## src/rtl/uart_nand_cmd_bridge.sv

```systemverilog
// uart_nand_cmd_bridge: RX byte FIFO + opcode/arg frame parser driving the NAND master port; define UART_ECHO_EN to echo every popped byte before parsing
module uart_nand_cmd_bridge #(
    parameter int         FIFO_DEPTH   = 16,
    parameter int         ACT_CYCLES   = 2,
    parameter int         BUSY_TIMEOUT = 4096,
    parameter logic [2:0] LED_RESET    = 3'b010
) (
    input  logic       hw_clk,
    input  logic       reset,
    input  logic       rx_valid,
    input  logic [7:0] rx_data,
    output logic [7:0] tx_data,
    output logic       tx_valid,
    input  logic       tx_ready,
    output logic [7:0] nand_cmd,
    output logic       nand_activate,
    output logic [7:0] nand_din,
    input  logic [7:0] nand_dout,
    input  logic       nand_busy,
    output logic [2:0] rgb,
    output logic       rx_overflow
);
    localparam int AW = $clog2(FIFO_DEPTH);
    typedef enum logic [2:0] {IDLE, OPC, ARG, ACT, WAIT, RESP, ECHO} state_t;
    state_t state_q, state_d;
`ifdef UART_ECHO_EN
    state_t ret_q, ret_d;
`endif
    logic [7:0] mem_q [FIFO_DEPTH];
    logic [AW:0] wr_q, wr_d, rd_q, rd_d;
    logic [7:0] opc_q, opc_d, resp_q, resp_d, cmd_q, cmd_d, din_q, din_d, head;
    logic [2:0] rgb_q, rgb_d;
    logic [31:0] cnt_q, cnt_d;
    logic ovf_q, ovf_d, empty, full, pop, push;

    assign head          = mem_q[rd_q[AW-1:0]];
    assign empty         = wr_q == rd_q;
    assign full          = (wr_q[AW] != rd_q[AW]) && (wr_q[AW-1:0] == rd_q[AW-1:0]);
    assign tx_valid      = state_q == RESP || state_q == ECHO;
    assign tx_data       = resp_q;
    assign nand_activate = state_q == ACT;
    assign nand_cmd      = cmd_q;
    assign nand_din      = din_q;
    assign rgb           = rgb_q;
    assign rx_overflow   = ovf_q;

    // FIFO pointers: a write on full is only accepted when the same cycle also pops
    always_comb begin
        push  = rx_valid && (!full || pop);
        wr_d  = wr_q + (AW+1)'(push);
        rd_d  = rd_q + (AW+1)'(pop);
        ovf_d = ovf_q | (rx_valid & full & !pop);
    end

    // Frame parser: one frame in flight, side effects applied when the argument is popped
    always_comb begin
        state_d = state_q;
        opc_d   = opc_q;
        resp_d  = resp_q;
        cmd_d   = cmd_q;
        din_d   = din_q;
        rgb_d   = rgb_q;
        cnt_d   = cnt_q;
        pop     = 1'b0;
`ifdef UART_ECHO_EN
        ret_d   = ret_q;
`endif
        case (state_q)
            IDLE: if (!empty) begin
                pop   = 1'b1;
                opc_d = head;
`ifdef UART_ECHO_EN
                resp_d  = head;
                ret_d   = OPC;
                state_d = ECHO;
`else
                state_d = OPC;
`endif
            end
            OPC: begin
                state_d = (opc_q == "L" || opc_q == "C" || opc_q == "W") ? ARG : RESP;
                resp_d  = (opc_q == "D") ? nand_dout : 8'h3F;
            end
            ARG: if (!empty) begin
                pop    = 1'b1;
                rgb_d  = (opc_q == "L") ? head[2:0] : rgb_q;
                din_d  = (opc_q == "W") ? head : din_q;
                cmd_d  = (opc_q == "C") ? head : cmd_q;
                cnt_d  = '0;
`ifdef UART_ECHO_EN
                resp_d  = head;
                ret_d   = (opc_q == "C") ? ACT : RESP;
                state_d = ECHO;
`else
                resp_d  = 8'h4B;
                state_d = (opc_q == "C") ? ACT : RESP;
`endif
            end
            ACT: begin
                cnt_d   = (cnt_q == 32'(ACT_CYCLES - 1)) ? '0 : cnt_q + 32'd1;
                state_d = (cnt_q == 32'(ACT_CYCLES - 1)) ? WAIT : ACT;
            end
            WAIT: if (!nand_busy) begin
                resp_d  = 8'h4B;
                state_d = RESP;
            end else if (BUSY_TIMEOUT != 0 && cnt_q == 32'(BUSY_TIMEOUT - 1)) begin
                resp_d  = 8'h54;
                state_d = RESP;
            end else begin
                cnt_d = cnt_q + 32'd1;
            end
            RESP: state_d = tx_ready ? IDLE : RESP;
`ifdef UART_ECHO_EN
            ECHO: if (tx_ready) begin
                resp_d  = 8'h4B;
                state_d = ret_q;
            end
`endif
            default: state_d = IDLE;
        endcase
    end

    // FIFO storage: no reset needed, emptiness is tracked by the pointers
    always_ff @(posedge hw_clk) begin
        if (push) mem_q[wr_q[AW-1:0]] <= rx_data;
    end

    // State and output registers; reset aborts any frame and empties the FIFO
    always_ff @(posedge hw_clk or posedge reset) begin
        if (reset) begin
            state_q <= IDLE;
            wr_q    <= '0;
            rd_q    <= '0;
            opc_q   <= '0;
            resp_q  <= '0;
            cmd_q   <= '0;
            din_q   <= '0;
            rgb_q   <= LED_RESET;
            cnt_q   <= '0;
            ovf_q   <= 1'b0;
`ifdef UART_ECHO_EN
            ret_q   <= IDLE;
`endif
        end else begin
            state_q <= state_d;
            wr_q    <= wr_d;
            rd_q    <= rd_d;
            opc_q   <= opc_d;
            resp_q  <= resp_d;
            cmd_q   <= cmd_d;
            din_q   <= din_d;
            rgb_q   <= rgb_d;
            cnt_q   <= cnt_d;
            ovf_q   <= ovf_d;
`ifdef UART_ECHO_EN
            ret_q   <= ret_d;
`endif
        end
    end
endmodule

```

## config.mk

```make
export PLATFORM = sky130hd
export DESIGN_NAME = uart_nand_cmd_bridge
export DESIGN_NICKNAME = d
export VERILOG_FILES = /design/src/rtl/uart_nand_cmd_bridge.sv
export SDC_FILE = /design/constraint.sdc
export NUM_CORES = 1
export LEC_CHECK = 0
export ABC_AREA = 1
export BUFFER_PORTS_ARGS = -buffer_cell sky130_fd_sc_hd__clkbuf_2
export CAP_MARGIN = 20
export CORE_ASPECT_RATIO = 1.75
export CORE_MARGIN = 2
export CORE_UTILIZATION = 60
export CTS_CLUSTER_SIZE = 25
export DETAILED_ROUTE_END_ITERATION = 7
export GPL_ROUTABILITY_DRIVEN = 0
export GPL_TIMING_DRIVEN = 0
export HOLD_SLACK_MARGIN = 0.12
export PLACE_DENSITY = 0.85
export SYNTH_ARGS = -nofsm -noshare
export SYNTH_HDL_FRONTEND = slang
export SYNTH_SLANG_ARGS = --single-unit
```

## constraint.sdc

```tcl
create_clock -name hw_clk -period 2.65 [get_ports hw_clk]
set_input_delay 0.3975 -clock hw_clk [delete_from_list [all_inputs] [get_ports hw_clk]]
set_output_delay 0.3975 -clock hw_clk [all_outputs]
set_load 0.01 [all_outputs]
```

Word-level counts from Yosys, hierarchy flattened

Memory sizes are Yosys's and may differ from the RTL's.
Index checks and enable logic that the tools add are counted.

Reduce and logical (&&, ||, !) cells: 19
$add $sub $neg: 3
Equality and inequality tests: 20
Mux-type cells: 23
Multipliers: 0
Order comparisons: 0
Shift-type cells: 0
Divide/modulo/power cells: 0
Bitwise operators: 4

Operators by type and width:

| cell                  | count |
|---|---|
| $mux 32               | 4 |
| $pmux 32 s3           | 1 |
| $add 32x1->32 const B | 1 |
| $eq 32x1->1 const B   | 1 |
| $eq 32x12->1 const B  | 1 |
| $eq 8x7->1 const B    | 4 |
| $mux 8                | 4 |
| $mux 3                | 8 |
| $pmux 8 s3            | 1 |
| $pmux 3 s6            | 1 |
| $reduce_and 3->1      | 5 |
| $add 5x1->5           | 2 |
| $eq 3x3->1 const B    | 3 |
| $ne 2x2->1 const B    | 4 |
| $eq 3x2->1 const B    | 2 |
| $reduce_bool 3->1     | 2 |
| $eq 5x5->1            | 1 |
| $eq 4x4->1            | 1 |
| $logic_or 1x1->1      | 4 |
| $mux 1                | 4 |
| $reduce_and 4->1      | 1 |
| $eq 3x1->1 const B    | 1 |
| $logic_not 3->1       | 1 |
| $ne 3x3->1 const B    | 1 |
| other kinds (8)       | 11 |

Bits of input ports: 21
Bits in latches: 0
Bits in registers: 81
Output and inout port bits: 30
Memories kept: 1
Logic and storage cells: 80
Memory bits (read-only): 0
RAM bits: 128

Memory list:

| name  | depth | bits a word | read ports | clocked after memory_dff | wr ports | RTL line | source |
|---|---|---|---|---|---|---|---|
| mem_q | 16    | 8           | 1          | 0                        | 1        | 29       | `logic [7:0] mem_q [FIFO_DEPTH];` |

Longest topological paths before layout

Gate-level depths: netlist (run 1).

Depth after elaboration: 7
Mapped depth: 12
Mapped depth without buffers: 11

Worst setup path before layout (run 1)

Ideal clock, no wire load.

Kind: register -> register
Start: register state_q[0]
End: memory mem_q[0][0], enable pin
Clock period less this slack: 1954 ps
Stages on the path, launching flop included: 10
Arrival: 1584 ps
Required time: 2280 ps
Path slack: 696 ps
Setup time: 370 ps
Path buffers: 0
Path through: dfrtp_1 -> inv_2 -> nand2_1 -> nor2_2 -> inv_2 -> nand2_1 -> nor3_1 -> nor2_2 -> nand2_1 -> nor2_1

Word-level cells in the longest chain between the ends: 7

Ends and longest elaborated chain:

| what                                                 | RTL line | source |
|---|---|---|
| start: declaration                                   | 25       | `state_t state_q, state_d;` |
| start signal: assignment                             | 145      | `state_q <= state_d;` |
| $eq 3x2->1 / $logic_not 3->1 (equally long branches) | 68       | `case (state_q)` |
| $reduce_or 2->1 (no source line) *                   | -        |  |
| $mux 1 *                                             | -        |  |
| $logic_or 1x1->1 *                                   | 49       | `push = rx_valid && (!full \|\| pop);` |
| $logic_and 1x1->1 *                                  | 49       |  |
| $mux 1 *                                             | 125      | `if (push) mem_q[wr_q[AW-1:0]] <= rx_data;` |
| $mux 1 (not written as such) *                       | 125      |  |
| end: declaration                                     | 29       |  |

Every way passes the cells marked *; elsewhere a longest branch is shown, timed or not.

Final worst setup path (run 1)

Start: register state_q[0]
End: memory mem_q[2][3], enable pin

Same word-level chain as after synthesis.

==> metrics.sh, run 1 <==
SYN-INSTANCE-COUNT=1209
FLOW.AREA_GROWTH_FROM_SYNTHESIS_PCT=11.96
FIN_TNS_SETUP_NS=0
CTS_BUFFERS=20
CLOCKBUFFERDEPTH=3
WORSTPATHREQUIRED_NS=2.77
SYN-NUM-NETS=1236
PLACEDINSTANCEAREA_MM2=0.01084
FRACTION_OF_FINAL_LAYOUT_CELLS_SIZED_BEYOND_DRIVE_STRENGTH_1_PCT=11.72
FINAL_SETUP_VIOLATION_COUNT=0
OUTCOME='finished, final reports clean'
GRT_OVERFLOW_TOTAL=0
WORST-SETUP-PATH-TYPE='reg -> reg'
DP_HPWL_UM=18660
TIMING.CRITICAL_PATH.ARRIVAL_NS=2.72
TOTAL_SWITCHING_POWER_mW=4.184
POST_DRT_WL_PER_CELL_UM=16.99
HTREE_LEVELS=1
POSTROUTEWIRELENGTH_UM=25890
TOTAL_POWER_mW=10.82
DRT_FIRST_ITER_VIOLATIONS=445
HOLD_VIOLATIONS=0
ROW_COUNT=63
COMMONEST_NON_FILL_NON_TAP_CELL_IN_THE_LAYOUT='nand2_1'
POWER.LEAKAGE_nW=5.007
POST_SYNTH.CELL_AREA_AVG_UM2=8.500
TIMING.FINAL.MAX_SLEW_VIOLATIONS=0
CLK_ROOT_BUFFER_CELL='clkbuf_16'
TIMING.CRITICAL_PATH.CELLS='inv_2, nand2_1, nor2_2, inv_2, nand2_1, nor3_1, nor2_2, nand2_1, nor2_1'
LAYOUT.CELLS.MOST_COMMON_LIST='nand2_1 (428), nor2_1 (190), edfxtp_1 (128), o21ai_0 (85), dfrtp_1 (80)'
SEQ_AREA_FRAC_SYNTH_PCT=57.14
ANT_NETS=0
GRT_SETUP_UNREPAIRED='yes'
WORST_SETUP_PATH_END_KIND='register'
N_ANTENNA_CELL=0
GLOBAL_ROUTE.USAGE.TOTAL_PCT=29.14
DIE_FOOTPRINT_MM2=0.01823
LAYOUT_SETUP_WS_NS=0.04788
NUMBER_OF_SEARCH_AND_REPAIR_ITERATIONS_IN_THE_FIRST_DETAILED_ROUTING_PASS=6
YS_DOMINANT_REG_CELL='edfxtp_1'
DETAILROUTE.VIA_COUNT=8385
WORSTHOLDPATHTYPE='in -> reg'
CLKTRANSATPATHREGS_NS=0.07
DRC_VIOLATIONS=0
FINAL.SETUP_SKEW_NS=0.01542
CRIT_SLOWEST_CELL='nor2_1'
ROUTED_VIA_DENSITY=5.502
POSTSYNTH.ASYNCRESETSHARE_PCT=38.76
DESIGN_AREA_MM2=0.01150
GRT_START_MAX_NET_PINS=72
DIEWIDTH_UM=102.9
BOUNDARYPINS=51
POWER.SHARE.SEQUENTIAL_PCT=38.6
COMB_POWER_SHARE_PCT=35.5
RELSLEWSLACK_PCT=45.89
POWER_REPORT.INTERNAL_TOTAL_mW=6.634
INSERTION_DELAY_NS=0.50
NUMBER_OF_GLOBAL_ROUTE_VIAS_BEFORE_REPAIR=8271
CORE_AREA_MM2=0.01687
SINK_COUNT_OF_THE_CLOCK_TREE=209
HOLD-WORST-SLACK_NS=0.1376
CRITICAL_PATH.MOST_COMMON_CELL='nand2_1'
CAP_VIOL_MAX_COUNT=0
TIMING.CRITICAL_PATH.FROM_TYPE='register'
TRITONCTS='built'
ANTENNA_FOUND_INITIAL=0
FMAX_GHz=0.3843
NETSWITCHINGFRACTION_PCT=38.67
CRIT_FANOUT=8
FLIP_FLOP_AND_LATCH_COUNT_AFTER_SYNTHESIS=209
START_UTIL_PCT=60.92
SYNTHESIS_WARNINGS=0
MAX_SLEW.WORST_PIN.SLEW_NS=0.8087
POST_SYNTH_INSTANCE_AREA_MM2=0.01028
TIMING.CRITICAL_PATH.SLOWEST_CELL_DELAY_NS=0.66
SHARE_CLK_OF_TOTAL_POWER_PCT=25.8
FINAL_NETS=1310
DETAILEDPLACE.WORSTSLACK_NS=0.1074
MAX-VDD-IR-DROP_mV=0.7227
FINALWORSTPATHREQUIREDPERIOD_NS=2.602
PWR_DENSITY_CELL_mW_PER_MM2=940.3
SYNTH.DISTINCT_CELLS=37
FIN_CRIT_SH_PCT=98.19
SYNTH_EDF_COUNT=128
DIE_Y_UM=177.1
POST-CTS-SETUP-BUFFERS=0
NUMPORTBUFFERS=50
GRT_FIRST_PASS_WIRELENGTH_UM=40500
per-layer routing:
layer / track usage, % / up-vias / wire, um
met5: 0 / - / 0
met4: 21.27 / 0 / 2084
met3: 5.450 / 112 / 1439
met2: 52.73 / 328 / 13740
met1: 28.32 / 3868 / 8626
li1: - / 4077 / -
area by class of cell:
cell class | instances | area [um^2]
sequential | 209 | 5872
fill | 1350 | 5364
multi-input combinational | 879 | 3880
clock buffer | 25 | 540.5
inverter | 81 | 306.5
timing repair buffer | 52 | 287.8
tap | 227 | 284.0
buffer | 40 | 232.7
clock inverter | 11 | 101.3
critical path, delay by kind of cell (launching register included):
| kind | cells | cell delay (ns) |
|---|---|---|
| and+or+nand+nor | 7 | 1.67 |
| DFF | 1 | 0.41 |
| buffers and inverters | 2 | 0.14 |
cells in the mapped netlist, types with 2 or more instances:
master,count,area [um^2]
nor2_2,7,43.79
o211ai_1,16,120.1
xor2_1,12,105.1
nand4_1,9,56.30
o21ai_0,85,425.4
edfxtp_1,128,3844
clkinv_1,2,7.510
nor2_1,195,732.0
inv_1,69,259.0
nor3_1,3,15.01
nand3_2,2,20.02
dfrtp_1,80,2002
nand3_1,68,340.3
inv_2,10,37.54
nor2_4,4,45.04
nand2_2,5,31.28
clkbuf_1,11,41.29
buf_2,21,105.1
xnor2_1,3,26.28
a21oi_1,16,80.08
o21ai_1,9,45.04
buf_6,7,78.83
ha_1,6,75.07
nand2_1,428,1607
final timing paths:
| kind | from | end | slack [ns] | cells after the start |
|---|---|---|---|---|
| setup / recovery | state_q[0]$_DFFE_PP0P_ | mem_q[2][3]$_DFFE_PP_ | 0.05 | 9 |
| hold / removal | rx_valid | rx_overflow$_DFF_PP0_ | 0.14 | 2 |
| setup reg to reg | state_q[0]$_DFFE_PP0P_ | mem_q[2][3]$_DFFE_PP_ | 0.05 | 9 |
| hold reg to reg | rx_overflow$_DFF_PP0_ | rx_overflow$_DFF_PP0_ | 0.46 | 1 |
| max in group asynchronous | reset | rgb[1]$_DFFE_PP1P_ | 1.67 | 4 |
| min in group asynchronous | reset | nand_din[0]$_DFFE_PP0P_ | 0.35 | 3 |
power by group through the flow:
| stage | combinational (mW) | sequential, mW | clock, mW |
|---|---|---|---|
| finish | 3.84 | 4.18 | 2.79 |
| global placement | 3.65 | 4.22 | 0 |
| floorplan | 2.61 | 4.19 | 0 |
| detailed placement | 3.75 | 4.23 | 0 |
| global route | 4.24 | 4.21 | 2.97 |
| CTS | 3.80 | 4.17 | 2.83 |
through the flow:
stage / util, % / cells
after floorplan: - / 1209
after global placement: 64.09 / 1486
after detailed placement: 64.26 / 1487
after CTS: 68.13 / 1524
after global routing: 68.20 / 1524
final: 68.20 / 1524
flip-flops by register name, summed over array words and instances (netlist names):
name and cells:
cnt_q 32, mem_q 128, nand_cmd 8, nand_din 8, opc_q 8, rd_q 5
rgb 3, rx_overflow 1, state_q 3, tx_data 8, wr_q 5
kinds of logic (layout without fill, tap and decap cells):
kind of cell             count (synthesis)  count (layout)  share of synthesized area (%)
AO/OA/AOI/OAI                          130             130                          6.831
buffers and inverters                  121             209                          5.224
AND/OR/NAND/NOR                        728             728                          28.80
adder cells (fa/ha/maj)                  6               6                         0.7305
flip-flops                             209             209                          57.14
XOR/XNOR                                15              15                          1.278
repair_timing:
action | in CTS | in global routing
endpoints found under the setup margin | 0 | 88
hold buffers | 1 | 0
hold endpoints to repair | 80 | 0
resized for setup | 0 | 5
No activity file was read; power rests on OpenSTA's default activity.
==> inputs of run 2 (changes only) <==
- MAX_ROUTING_LAYER: default -> met4
==> metrics.sh, run 2 (synthesis results as in run 1) <==
OUTCOME='finished, final reports clean'
FINAL.SETUP_SKEW_NS=0.01402
NUMBER_OF_SEARCH_AND_REPAIR_ITERATIONS_IN_THE_FIRST_DETAILED_ROUTING_PASS=6
DP_HPWL_UM=18660
COMB_POWER_SHARE_PCT=35.4
POWER_REPORT.INTERNAL_TOTAL_mW=6.634
GRT_FIRST_PASS_WIRELENGTH_UM=40380
GLOBAL_ROUTE.USAGE.TOTAL_PCT=29.93
CRIT_FANOUT=8
DRC_VIOLATIONS=0
CAP_VIOL_MAX_COUNT=0
WORST_SETUP_PATH_END_KIND='register'
INSERTION_DELAY_NS=0.50
DRT_FIRST_ITER_VIOLATIONS=472
POST_DRT_WL_PER_CELL_UM=16.92
TIMING.CRITICAL_PATH.FROM='state_q[0]$_DFFE_PP0P_'
REG2REG_FROM='state_q[0]$_DFFE_PP0P_'
CORE_AREA_MM2=0.01687
MAX_SLEW.WORST_PIN.SLEW_NS=0.7855
NETSWITCHINGFRACTION_PCT=38.58
TOTAL_SWITCHING_POWER_mW=4.168
CLKTRANSATPATHREGS_NS=0.06
WORSTHOLDPATHTYPE='in -> reg'
DETAILEDPLACE.WORSTSLACK_NS=0.1074
N_ANTENNA_CELL=0
SINK_COUNT_OF_THE_CLOCK_TREE=209
RR_ENDPOINT='mem_q[2][4]$_DFFE_PP_'
DIEWIDTH_UM=102.9
BOUNDARYPINS=51
TIMING.CRITICAL_PATH.FROM_TYPE='register'
POSTROUTEWIRELENGTH_UM=25790
WORSTPATHREQUIRED_NS=2.77
NUMPORTBUFFERS=50
FF2FF_PATH_DEPTH=9
FMAX_GHz=0.3896
PWR_DENSITY_CELL_mW_PER_MM2=938.9
ROUTED_VIA_DENSITY=5.501
FRACTION_OF_FINAL_LAYOUT_CELLS_SIZED_BEYOND_DRIVE_STRENGTH_1_PCT=11.72
WORSTSETUPENDPOINT='mem_q[2][4]$_DFFE_PP_'
FINAL_NETS=1310
POWER.LEAKAGE_nW=5.007
ANT_NETS=0
TIMING.CRITICAL_PATH.ARRIVAL_NS=2.69
FLOW.AREA_GROWTH_FROM_SYNTHESIS_PCT=11.96
FIN_CRIT_SH_PCT=96.85
NUMBER_OF_GLOBAL_ROUTE_VIAS_BEFORE_REPAIR=8266
DIE_Y_UM=177.1
FINALWORSTPATHREQUIREDPERIOD_NS=2.567
RELSLEWSLACK_PCT=47.44
HOLD_VIOLATIONS=0
TIMING.FINAL.MAX_SLEW_VIOLATIONS=0
REG_TO_REG_SETUP_TIMING_SLACK_NS=0.08
HTREE_LEVELS=1
LAYOUT_SETUP_WS_NS=0.08337
CLOCKBUFFERDEPTH=3
COMMONEST_NON_FILL_NON_TAP_CELL_IN_THE_LAYOUT='nand2_1'
FINAL_SETUP_VIOLATION_COUNT=0
DETAILROUTE.VIA_COUNT=8383
LAYOUT.CELLS.MOST_COMMON_LIST='nand2_1 (428), nor2_1 (190), edfxtp_1 (128), o21ai_0 (85), dfrtp_1 (80)'
MAX-VDD-IR-DROP_mV=0.7227
DIE_FOOTPRINT_MM2=0.01823
ROW_COUNT=63
ANTENNA_FOUND_INITIAL=0
GRT_SETUP_UNREPAIRED='yes'
LARGEST_REGISTER_FFS=128
TOTAL_POWER_mW=10.80
POWER.SHARE.SEQUENTIAL_PCT=38.7
CLK_ROOT_BUFFER_CELL='clkbuf_16'
START_UTIL_PCT=60.92
GRT_START_MAX_NET_PINS=72
WORST-SETUP-PATH-TYPE='reg -> reg'
GRT_OVERFLOW_TOTAL=0
TRITONCTS='built'
SHARE_CLK_OF_TOTAL_POWER_PCT=25.9
CTS_BUFFERS=20
-- run 2: cell counts in the layout (fill, tap and decap cells not counted) --
Identical to the previous run, type by type.
-- run 2: area by class of cell --
class                           count  area [um^2]
Clock buffer                       25        540.5
Buffer                             40        232.7
Sequential cell                   209         5872
Inverter                           81        306.5
Timing Repair Buffer               52        287.8
Multi-Input combinational cell    879         3880
Clock inverter                     11        101.3
Fill cell                        1350         5364
Tap cell                          227        284.0
-- run 2: power by group through the flow --
stage | registers [mW] | clock network, mW | logic [mW]
final | 4.18 | 2.79 | 3.83
after global routing | 4.21 | 2.97 | 4.25
after CTS | 4.17 | 2.83 | 3.80
after detailed placement | 4.23 | 0 | 3.75
after global placement | 4.22 | 0 | 3.65
after floorplan | 4.19 | 0 | 2.61
-- run 2: worst max-delay path, stage by stage, from the launching register on --
cell     delay, ns
dfrtp_1       0.41
inv_2         0.07
nand2_1       0.07
nor2_2        0.29
inv_2         0.07
nand2_1       0.13
nor3_1        0.10
nor2_2        0.23
nand2_1       0.19
nor2_1        0.64
-- run 2: metal layers --
| layer | GRT usage (%) | up-vias | part of all wire [%] |
|---|---|---|---|
| met5 | - | - | 0 |
| met3 | 5.016 | 107 | 5.7 |
| met4 | 21.22 | 0 | 8.1 |
| met2 | 52.79 | 314 | 53 |
| met1 | 28.46 | 3878 | 33 |
| li1 | - | 4084 | - |
-- run 2: worst min path at each step --
stage	startpoint	to	slack (ns)	cells past startpoint
2_1_floorplan	opc_q[5]$_DFFE_PP0P_	opc_q[5]$_DFFE_PP0P_	0.45	2
3_3_place_gp	rx_overflow$_DFF_PP0_	rx_overflow$_DFF_PP0_	0.44	1
6_report	rx_valid	rx_overflow$_DFF_PP0_	0.14	2
4_1_cts	rx_valid	rx_overflow$_DFF_PP0_	0.15	2
5_1_grt	rx_valid	rx_overflow$_DFF_PP0_	0.14	2
3_5_place_dp	reset	nand_din[0]$_DFFE_PP0P_	0.31	2
-- run 2: what timing repair did --
action                                  CTS  global route
hold endpoints to repair                 80             0
resized for setup                         0             5
endpoints found under the setup margin    0            88
buffers inserted                          0             0
hold buffers                              1             0
-- run 2: metrics by stage --
| step | utilization, % | setup TNS, ns | cells | instance area [um^2] | hold WS, ns |
|---|---|---|---|---|---|
| finish | 68.20 | 0 | 1524 | 11500 | 0.1380 |
| floorplan | - | 0 | 1209 | 10280 | 0.4489 |
| detailed placement | 64.26 | 0 | 1487 | 10840 | 0.3080 |
| CTS | 68.13 | 0 | 1524 | 11490 | 0.1465 |
| global placement | 64.09 | -66.52 | 1486 | 10810 | 0.4401 |
| global route | 68.20 | -2.281 | 1524 | 11500 | 0.1429 |
==> inputs of run 3 (changes only) <==
- PLACE_DENSITY: 0.85 -> 0.84
==> metrics.sh, run 3 (synthesis results as in run 1) <==
OUTCOME='finished, final reports clean'
GRT_OVERFLOW_TOTAL=0
TRITONCTS='built'
DRC_VIOLATIONS=0
ROUTED_VIA_DENSITY=5.565
TIMING.FINAL.MAX_SLEW_VIOLATIONS=0
WORST_HOLD_PATH.NUM_CELLS=2
PWR_DENSITY_CELL_mW_PER_MM2=961.9
START_UTIL_PCT=60.92
TIMING.CRITICAL_PATH.FROM='state_q[0]$_DFFE_PP0P_'
DIE_FOOTPRINT_MM2=0.01823
FF2FF_PATH_DEPTH=9
MAX_SLEW.WORST_PIN.SLEW_NS=0.8237
MULTIINPUTGATEAREA_MM2=0.003897
DIE_Y_UM=177.1
GLOBAL_ROUTE.USAGE.TOTAL_PCT=31.02
REG2REG_FROM='state_q[0]$_DFFE_PP0P_'
FRACTION_OF_FINAL_LAYOUT_CELLS_SIZED_BEYOND_DRIVE_STRENGTH_1_PCT=12.11
GRT_START_MAX_NET_PINS=65
POWER_REPORT.INTERNAL_TOTAL_mW=6.913
ROW_COUNT=63
REG_TO_REG_SETUP_TIMING_SLACK_NS=0.13
FINAL.SETUP_SKEW_NS=0.02548
RELSLEWSLACK_PCT=44.89
CLK_ROOT_BUFFER_CELL='clkbuf_16'
DIEWIDTH_UM=102.9
GRT_SETUP_UNREPAIRED='yes'
TIMING.CRITICAL_PATH.ARRIVAL_NS=2.65
N_ANTENNA_CELL=0
RR_ENDPOINT='mem_q[11][1]$_DFFE_PP_'
INSERTION_DELAY_NS=0.50
MAX-VDD-IR-DROP_mV=0.8046
DETAILROUTE.VIA_COUNT=8475
TOTAL_POWER_mW=11.14
DESIGN_AREA_MM2=0.01158
POSTROUTEWIRELENGTH_UM=26480
FINAL_NETS=1310
LARGEST_REGISTER_FFS=128
SHARE_CLK_OF_TOTAL_POWER_PCT=27.3
DP_HPWL_UM=18820
POST_DRT_WL_PER_CELL_UM=17.39
DRT_FIRST_ITER_VIOLATIONS=510
PLACEDINSTANCEAREA_MM2=0.01084
NETSWITCHINGFRACTION_PCT=37.94
FINAL_SETUP_VIOLATION_COUNT=0
GRT_FIRST_PASS_WIRELENGTH_UM=41560
POWER.SHARE.SEQUENTIAL_PCT=37.5
CRIT_FANOUT=8
TOTAL_SWITCHING_POWER_mW=4.226
FMAX_GHz=0.3965
CORE_AREA_MM2=0.01687
WORSTHOLDPATHTYPE='in -> reg'
CLKTRANSATPATHREGS_NS=0.06
CTS_BUFFERS=20
COMMONEST_NON_FILL_NON_TAP_CELL_IN_THE_LAYOUT='nand2_1'
LAYOUT.CELLS.MOST_COMMON_LIST='nand2_1 (428), nor2_1 (183), edfxtp_1 (128), o21ai_0 (85), dfrtp_1 (80)'
LAYOUT.CELLS.NON_FILLER=1523
HOLD-PATH-ENDPOINT='rx_overflow$_DFF_PP0_'
WORSTPATHREQUIRED_NS=2.78
SINK_COUNT_OF_THE_CLOCK_TREE=209
BOUNDARYPINS=51
POWER.LEAKAGE_nW=5.035
COMB_POWER_SHARE_PCT=35.2
ANT_NETS=0
FIN_CRIT_SH_PCT=95.17
NUMBER_OF_GLOBAL_ROUTE_VIAS_BEFORE_REPAIR=8278
HTREE_LEVELS=1
NUMPORTBUFFERS=50
CAP_VIOL_MAX_COUNT=0
FILL_CELL_COUNT=1339
TIMING.CRITICAL_PATH.FROM_TYPE='register'
WORST_SETUP_PATH_END_KIND='register'
WORST-SETUP-PATH-TYPE='reg -> reg'
NUMBER_OF_SEARCH_AND_REPAIR_ITERATIONS_IN_THE_FIRST_DETAILED_ROUTING_PASS=5
FLOW.AREA_GROWTH_FROM_SYNTHESIS_PCT=12.69
POST-CTS-SETUP-BUFFERS=0
REGAREA_MM2=0.005872
CLOCKBUFFERDEPTH=3
HOLD_VIOLATIONS=0
FIN_TNS_SETUP_NS=0
ANTENNA_FOUND_INITIAL=0
PLACE.DETAILED.INSTANCES=1487
HOLD_START='rx_valid'
FINALWORSTPATHREQUIREDPERIOD_NS=2.522
run 3: how the worst max path moves through the flow:
stage / end / slack, ns
3_5_place_dp: mem_q[13][5]$_DFFE_PP_ / 0.1
2_1_floorplan: cnt_q[0]$_DFFE_PP0P_ / 0.17
5_1_grt: mem_q[3][6]$_DFFE_PP_ / -0.1
3_3_place_gp: nand_cmd[3]$_DFFE_PP0P_ / -0.90
4_1_cts: mem_q[13][6]$_DFFE_PP_ / 0.09
6_report: mem_q[11][1]$_DFFE_PP_ / 0.13
run 3: cell type report:
class                      count  share of cell area (%)
inverter                      81                   2.647
tap                          227                   2.453
sequential                   209                   50.71
clock inverter                10                   1.372
buffer                        40                   2.010
timing repair buffer          52                   2.485
multi-input combinational    879                   33.66
clock buffer                  25                   4.668
run 3: what timing repair did:
action                                  CTS  global route
hold buffers                              1             0
endpoints found under the hold margin    17             0
endpoints found under the setup margin    0           127
gates resized for setup                   0            12
run 3: power by group through the flow:
stage	sequential, mW	clock [mW]	combinational [mW]
finish	4.18	3.05	3.92
global route	4.21	3.22	4.31
CTS	4.17	3.07	3.85
detailed placement	4.23	0	3.79
global placement	4.21	0	3.68
floorplan	4.19	0	2.61
run 3: layer usage:
metal / up-vias / track usage [%] / part of all wire [%]
met5: - / - / 0
met3: 122 / 4.818 / 5.8
li1: 4082 / - / -
met2: 341 / 55.55 / 53
met1: 3930 / 29.89 / 33
met4: 0 / 20.01 / 7.6
run 3: critical path, stage by stage, from the launching register on:
cell and delay (ns):
dfrtp_1 0.40, inv_2 0.07, nand2_1 0.07, nor2_2 0.27, inv_2 0.06, nand2_1 0.13, nor3_1 0.10, nor2_2 0.22
nand2_1 0.17, nor2_1 0.66
run 3: through the flow:
| stage | utilization [%] | hold WS, ns | setup slack [ns] |
|---|---|---|---|
| floorplan | - | 0.4489 | 0.1741 |
| global placement | 64.09 | 0.4402 | -0.9045 |
| detailed placement | 64.26 | 0.3544 | 0.09990 |
| CTS | 68.47 | 0.1397 | 0.08705 |
| global route | 68.65 | 0.1440 | -0.09870 |
| finish | 68.65 | 0.1343 | 0.1280 |
